<file path="config.mk">
export PLATFORM = sky130hd
export DESIGN_NAME = pipe_issuer_flat
export DESIGN_NICKNAME = d
export VERILOG_FILES = /design/src/rtl/pipe_issuer_if.sv /design/src/rtl/pipe_issuer.sv /design/src/flat_wrapper.sv
export SDC_FILE = /design/constraint.sdc
export NUM_CORES = 1
export LEC_CHECK = 0
export ABC_CLOCK_PERIOD_IN_PS = 3600
export CELL_PAD_IN_SITES_DETAIL_PLACEMENT = 0
export CELL_PAD_IN_SITES_GLOBAL_PLACEMENT = 2
export CORE_MARGIN = 2
export CORE_UTILIZATION = 43
export DETAILED_ROUTE_END_ITERATION = 16
export PLACE_DENSITY_LB_ADDON = 0.1
export SKIP_LAST_GASP = 1
export SYNTH_ARGS = -nofsm -noshare
export SYNTH_HDL_FRONTEND = slang
export SYNTH_SLANG_ARGS = --single-unit
export TNS_END_PERCENT = 50
</file>
<file path="constraint.sdc">
create_clock -name clk1 -period 3.6 [get_ports clk1]
set_input_delay 0.54 -clock clk1 [delete_from_list [all_inputs] [get_ports clk1]]
set_output_delay 0.54 -clock clk1 [all_outputs]
set_load 0.02 [all_outputs]
</file>
<file path="src/rtl/pipe_issuer_if.sv">
// Issuer-side bus: program load port, start request and the instruction/status
// outputs that feed the register/ALU/memory pipeline.
interface pipe_issuer_if #(
   parameter int DEPTH = 16
);
   localparam int AW = $clog2(DEPTH);

   logic          ld_en;
   logic [AW-1:0] ld_addr;
   logic [23:0]   ld_data;
   logic          start;
   logic [AW:0]   prog_len;

   logic          busy;
   logic          done;
   logic          issue_valid;
   logic [3:0]    rs1;
   logic [3:0]    rs2;
   logic [3:0]    rd;
   logic [3:0]    func;
   logic [7:0]    addr;
   logic [AW-1:0] pc;
   logic [7:0]    stall_cnt;

   modport master (
      output ld_en, ld_addr, ld_data, start, prog_len,
      input  busy, done, issue_valid, rs1, rs2, rd, func, addr, pc, stall_cnt
   );

   modport slave (
      input  ld_en, ld_addr, ld_data, start, prog_len,
      output busy, done, issue_valid, rs1, rs2, rd, func, addr, pc, stall_cnt
   );
endinterface

</file>
<file path="src/rtl/pipe_issuer.sv">
// Instruction issuer: runs a loaded program one instruction per clock into a
// non-forwarding pipeline, inserting bubbles on read-after-write hazards.
module pipe_issuer #(
   parameter int DEPTH     = 16,
   parameter int HAZ_GAP   = 2,
   parameter int DRAIN_CYC = 3
) (
   input logic          clk1,
   input logic          rst,
   pipe_issuer_if.slave bus
);
   localparam int AW = $clog2(DEPTH);
   localparam int DW = $clog2(DRAIN_CYC + 2);

   typedef enum logic [1:0] {IDLE, RUN, DRAIN, DONE} state_t;

   typedef struct packed {
      logic [3:0] func;
      logic [3:0] rs1;
      logic [3:0] rs2;
      logic [3:0] rd;
      logic [7:0] addr;
   } instr_t;

   typedef struct packed {
      logic       v;
      logic [3:0] rd;
   } slot_t;

   state_t        state, state_nxt;
   instr_t        mem [DEPTH];
   instr_t        cur;
   instr_t        out_q;
   slot_t         trk [HAZ_GAP];
   logic [AW-1:0] pc_q;
   logic [AW:0]   len_q;
   logic [7:0]    stall_q;
   logic [DW-1:0] drain_q;
   logic          valid_q;
   logic          hazard;
   logic          last_issue;

   assign cur        = mem[pc_q];
   assign last_issue = ({1'b0, pc_q} == len_q - (AW + 1)'(1));

   // NOTE: the program buffer has no reset; clearing a RAM costs a write port per
   // entry and software always loads before starting.
   always_ff @(posedge clk1) begin
      if (bus.ld_en && (state == IDLE || state == DONE))
         mem[bus.ld_addr] <= bus.ld_data;
   end

   // NOTE: sequential state uses <= so every register samples pre-edge values.
   always_ff @(posedge clk1 or posedge rst) begin
      if (rst) state <= IDLE;
      else     state <= state_nxt;
   end

   // NOTE: every always_comb output gets a default first so no path infers a latch.
   always_comb begin
      state_nxt = state;
      case (state)
         IDLE:    if (bus.start) state_nxt = (bus.prog_len == '0) ? DONE : RUN;
         RUN:     if (!hazard && last_issue) state_nxt = DRAIN;
         DRAIN:   if (drain_q == DW'(DRAIN_CYC)) state_nxt = DONE;
         DONE:    state_nxt = IDLE;
         default: state_nxt = IDLE;
      endcase
   end

   always_comb begin
      bus.busy = (state == RUN) || (state == DRAIN);
      bus.done = (state == DONE);
   end

   // Only instructions already issued sit in the tracker, so self-dependency never stalls.
   always_comb begin
      hazard = 1'b0;
      for (int i = 0; i < HAZ_GAP; i++)
         if (trk[i].v && (trk[i].rd == cur.rs1 || trk[i].rd == cur.rs2))
            hazard = 1'b1;
   end

   always_ff @(posedge clk1 or posedge rst) begin
      if (rst) begin
         valid_q <= 1'b0;
         out_q   <= '0;
         pc_q    <= '0;
         len_q   <= '0;
         stall_q <= '0;
         drain_q <= '0;
         for (int i = 0; i < HAZ_GAP; i++) trk[i] <= '0;
      end else begin
         valid_q <= 1'b0;
         if (state == RUN || state == DRAIN)
            for (int i = HAZ_GAP - 1; i > 0; i--) trk[i] <= trk[i-1];
         case (state)
            IDLE: begin
               if (bus.start) begin
                  pc_q    <= '0;
                  stall_q <= '0;
                  len_q   <= bus.prog_len;
                  for (int i = 0; i < HAZ_GAP; i++) trk[i] <= '0;
               end
            end
            RUN: begin
               drain_q <= '0;
               trk[0]  <= {!hazard, cur.rd};
               if (hazard) begin
                  if (stall_q != 8'hFF) stall_q <= stall_q + 8'd1;
               end else begin
                  valid_q <= 1'b1;
                  out_q   <= cur;
                  pc_q    <= pc_q + AW'(1);
               end
            end
            DRAIN: begin
               trk[0]  <= '0;
               drain_q <= drain_q + DW'(1);
            end
            default: ;
         endcase
      end
   end

   assign bus.issue_valid = valid_q;
   assign bus.func        = out_q.func;
   assign bus.rs1         = out_q.rs1;
   assign bus.rs2         = out_q.rs2;
   assign bus.rd          = out_q.rd;
   assign bus.addr        = out_q.addr;
   assign bus.pc          = pc_q;
   assign bus.stall_cnt   = stall_q;
endmodule

</file>
<file path="src/flat_wrapper.sv">
// flat-port wrapper written by rule: the top's interface ports become plain ports
module pipe_issuer_flat 
#(
   parameter int DEPTH     = 16,
   parameter int HAZ_GAP   = 2,
   parameter int DRAIN_CYC = 3
)
  (clk1, rst, bus_ld_en, bus_ld_addr, bus_ld_data, bus_start, bus_prog_len, bus_busy, bus_done, bus_issue_valid, bus_rs1, bus_rs2, bus_rd, bus_func, bus_addr, bus_pc, bus_stall_cnt);
  pipe_issuer_if #(.DEPTH(DEPTH)) bus_i ();
  input logic clk1;
  input logic rst;
  input wire logic [$bits(bus_i.ld_en)-1:0] bus_ld_en;
  input wire logic [$bits(bus_i.ld_addr)-1:0] bus_ld_addr;
  input wire logic [$bits(bus_i.ld_data)-1:0] bus_ld_data;
  input wire logic [$bits(bus_i.start)-1:0] bus_start;
  input wire logic [$bits(bus_i.prog_len)-1:0] bus_prog_len;
  output wire logic [$bits(bus_i.busy)-1:0] bus_busy;
  output wire logic [$bits(bus_i.done)-1:0] bus_done;
  output wire logic [$bits(bus_i.issue_valid)-1:0] bus_issue_valid;
  output wire logic [$bits(bus_i.rs1)-1:0] bus_rs1;
  output wire logic [$bits(bus_i.rs2)-1:0] bus_rs2;
  output wire logic [$bits(bus_i.rd)-1:0] bus_rd;
  output wire logic [$bits(bus_i.func)-1:0] bus_func;
  output wire logic [$bits(bus_i.addr)-1:0] bus_addr;
  output wire logic [$bits(bus_i.pc)-1:0] bus_pc;
  output wire logic [$bits(bus_i.stall_cnt)-1:0] bus_stall_cnt;
  assign bus_i.ld_en = bus_ld_en;
  assign bus_i.ld_addr = bus_ld_addr;
  assign bus_i.ld_data = bus_ld_data;
  assign bus_i.start = bus_start;
  assign bus_i.prog_len = bus_prog_len;
  assign bus_busy = bus_i.busy;
  assign bus_done = bus_i.done;
  assign bus_issue_valid = bus_i.issue_valid;
  assign bus_rs1 = bus_i.rs1;
  assign bus_rs2 = bus_i.rs2;
  assign bus_rd = bus_i.rd;
  assign bus_func = bus_i.func;
  assign bus_addr = bus_i.addr;
  assign bus_pc = bus_i.pc;
  assign bus_stall_cnt = bus_i.stall_cnt;
  pipe_issuer #(.DEPTH(DEPTH), .HAZ_GAP(HAZ_GAP), .DRAIN_CYC(DRAIN_CYC)) u_core (.clk1(clk1), .rst(rst), .bus(bus_i));
endmodule
</file>
==> results.json, run 1 <==
{
  "crit_fanout": 19,
  "cp_slowest_cell": "dfrtp_4",
  "die_x_um": 207,
  "fin_setup_tns_ps": 0,
  "holdWs_ps": 383,
  "clock_sinks": 441,
  "io_pins": 76,
  "relSlewSlack": 0.420,
  "yosysSeqAreaShare": 0.729,
  "drv_cap": 0,
  "syn-cell-area_sq_um": 17800,
  "std_cell_rows": 74,
  "htreeDepth": 2,
  "finalHoldViolCount": 0,
  "dr.pass1.iters": 5,
  "preCtsSetupSlack_ps": 206,
  "totalPowerFinal_w": 0.0160,
  "clk_latency_ps": 580,
  "timing.final.ws_setup_ps": 198,
  "path_clk_slew_ps": 60,
  "min_path_type": "input pin to async pin",
  "crit_type": "register to register",
  "first_global_vias": 9129,
  "avgSynthCellArea_sq_um": 19.6,
  "path_buf_inv": 3,
  "ff2ff_path_depth": 12,
  "worstPathArrival_ps": 3860,
  "antenna_found_initial": 2,
  "fin_crit_sh": 0.945,
  "synth_common_cells": "edfxtp_1 (384), mux4_2 (94), dfrtp_1 (57)",
  "post-dp-hpwl_um": 23700,
  "worst_clock_skew_ps": 12.8,
  "rsz0062_at_grt": "no",
  "ir_worst_vdd_uv": 375,
  "r2r-end": "u_core.bus.stall_cnt[0]",
  "ant_nets": 0,
  "setup_violations": 0,
  "yosys-top-cells-area": "edfxtp_1 (65%), mux4_2 (12%), dfrtp_1 (8.0%), mux2i_1 (2.8%), mux2_2 (1.7%)",
  "numCtsBuffers": 47,
  "fillerInstances": 3265,
  "tightestPinTransition_ps": 869,
  "synth_edf_count": 384,
  "max_freq_mhz": 294,
  "start_kind": "register",
  "synth_seq_cells": 441,
  "slew_violations": 0,
  "placed_cells": 1516,
  "worstPathRequired_ps": 4060,
  "die_area_sq_um": 43000,
  "via_count": 8913,
  "cts_tree": "built",
  "via_per_inst": 5.56,
  "async_flop_share": 0.129,
  "ys_types": 67,
  "cp_slowest_stage_delay_ps": 620,
  "ys.flop_type": "edfxtp_1",
  "antenna_cells": 0,
  "clock_path_buffers": 3,
  "power_leakage_nw": 6.98,
  "rr_startpoint": "u_core.bus.pc[1]",
  "initial_utilization": 0.435,
  "synth_warnings": 0,
  "synth_nets": 951,
  "routed_wl_um": 40700,
  "syn_inst": 905,
  "netlist.area_leader.share": 0.649,
  "grt_overflow": 0,
  "chipHeight_um": 207,
  "drc": 0,
  "r2r_slack_ps": 200,
  "status": "completed",
  "path_delay_family": "compound AO/OA/AOI/OAI gates",
  "critPathCaptureType": "register",
  "power.density_nw_per_um2": 758,
  "crit_top_cell": "buf_4",
  "drive_gt1_frac": 0.262,
  "syn2layout_area_growth_pct": 18.8,
  "grt_max_degree": 43,
  "core-area_sq_um": 40800,
  "yosysMostFrequentCell": "edfxtp_1",
  "routedWlPerCell_um": 25.4,
  "stdcell_count": 1603,
  "drt_iter0_markers": 547,
  "numPortBuffers": 75,
  "grt_pass1_wl_um": 60200,
  "yosysTopAreaCell": "edfxtp_1",
  "root_buffer": "clkbuf_16",
  "post_cts_buffers": 0,
  "place.gp.congestion": 0.739,
  "fin_nets": 1079,
  "period_minus_slack_ps": 3400,
  "crit_chain": "buf_4 > mux2i_1 > a22oi_1 > nand2_1 > xnor2_1 > o32a_1 > o2bb2ai_2 > buf_4 > a211oi_4 > buf_12 > or2_2 > mux2_2",
  "grt_usage": 0.191
}
-- routing by layer --
layer  vias to the layer above  track usage  share of wire
li1                       3943            -              -
met1                      4693        0.282           0.47
met2                       223        0.292           0.46
met3                        50       0.0349          0.052
met4                         4       0.0562          0.018
met5                         -            0        0.00061
-- cells in the final DEF, fill, tap and decap left out, drive strengths merged, types with 10 or more instances in the layout --
| cell type | count |
|---|---|
| edfxtp | 384 |
| mux4 | 98 |
| clkdlybuf4s50 | 75 |
| clkbuf | 58 |
| dfrtp | 57 |
| mux2i | 50 |
| buf | 46 |
| nor2 | 38 |
| nand2 | 36 |
| mux2 | 27 |
| clkinv | 19 |
| inv | 18 |
| o21ai | 12 |
| xnor2 | 11 |
| nand3 | 11 |
| a22oi | 10 |
-- where the power goes --
part	switching, W	leakage, nW	internal [W]	total, W
Clock	0.00199	0.769	0.00284	0.00483
Sequential	0.000341	4.17	0.00598	0.00632
Combinational	0.00253	2.04	0.00233	0.00486
Total	0.00485	6.98	0.0111	0.0160
-- how the worst max path moves through the flow --
stage	slack (ps)	from	cells past startpoint	end
4_1_cts	200	u_core.bus.pc[1]	11	u_core.bus.stall_cnt[0]
3_5_place_dp	210	u_core.bus.pc[1]	11	u_core.bus.stall_cnt[0]
6_report	200	u_core.bus.pc[1]	12	u_core.bus.stall_cnt[0]
2_1_floorplan	50	u_core.state[0]	5	u_core.mem[0][0]
5_1_grt	20	u_core.bus.pc[1]	12	u_core.bus.stall_cnt[0]
3_3_place_gp	220	u_core.bus.pc[1]	11	u_core.bus.stall_cnt[4]
-- through the flow --
stage	utilization	area, sq um
6_report	0.517	21100
5_1_grt	0.517	21100
4_1_cts	0.517	21100
3_5_place_dp	0.479	19600
3_3_place_gp	0.479	19600
2_1_floorplan	-	17800
-- registers in the layout, summed over array words and instances (netlist names), 5 cells and up --
name / cells
u_core.bus.stall_cnt: 8
u_core.bus.addr: 8
u_core.len_q: 5
u_core.mem: 384
u_core.trk: 10
-- logic make-up after synthesis --
group | count (synthesis) | synth area share
flops | 441 | 0.729
mux | 175 | 0.171
simple gates | 135 | 0.0372
compound gates | 71 | 0.0321
buf+inv | 57 | 0.0158
xor+xnor | 17 | 0.00880
fa+ha+maj | 9 | 0.00633
-- repair_timing --
item,4_1_cts,5_1_grt
gates resized for setup,0,1
hold buffers,0,0
endpoints found under the setup margin,0,2
-- area by class of cell --
cell class	instances	area [sq um]	share of cell area
Clock buffer	58	1290	0.0610
Tap cell	532	666	0.0315
Multi-Input combinational cell	407	4660	0.221
Sequential cell	441	13000	0.614
Clock inverter	29	275	0.0130
Timing Repair Buffer	121	1210	0.0572
Inverter	15	56.3	0.00267
(Power assumes the default switching activity.)
==> inputs of run 2 (changes only) <==
--- a/config.mk
+++ b/config.mk
@@ -12,7 +12,6 @@
 export CORE_UTILIZATION = 43
 export DETAILED_ROUTE_END_ITERATION = 16
 export PLACE_DENSITY_LB_ADDON = 0.1
-export SKIP_LAST_GASP = 1
 export SYNTH_ARGS = -nofsm -noshare
 export SYNTH_HDL_FRONTEND = slang
 export SYNTH_SLANG_ARGS = --single-unit
==> results of run 2 <==
Final layout, timing and power as in run 1 (identical DEF).
==> inputs of run 3 (changes only) <==
--- a/config.mk
+++ b/config.mk
@@ -15,4 +15,4 @@
 export SYNTH_ARGS = -nofsm -noshare
 export SYNTH_HDL_FRONTEND = slang
 export SYNTH_SLANG_ARGS = --single-unit
-export TNS_END_PERCENT = 50
+export TNS_END_PERCENT = 1
==> results of run 3 <==
Final layout, timing and power as in run 1 (identical DEF).
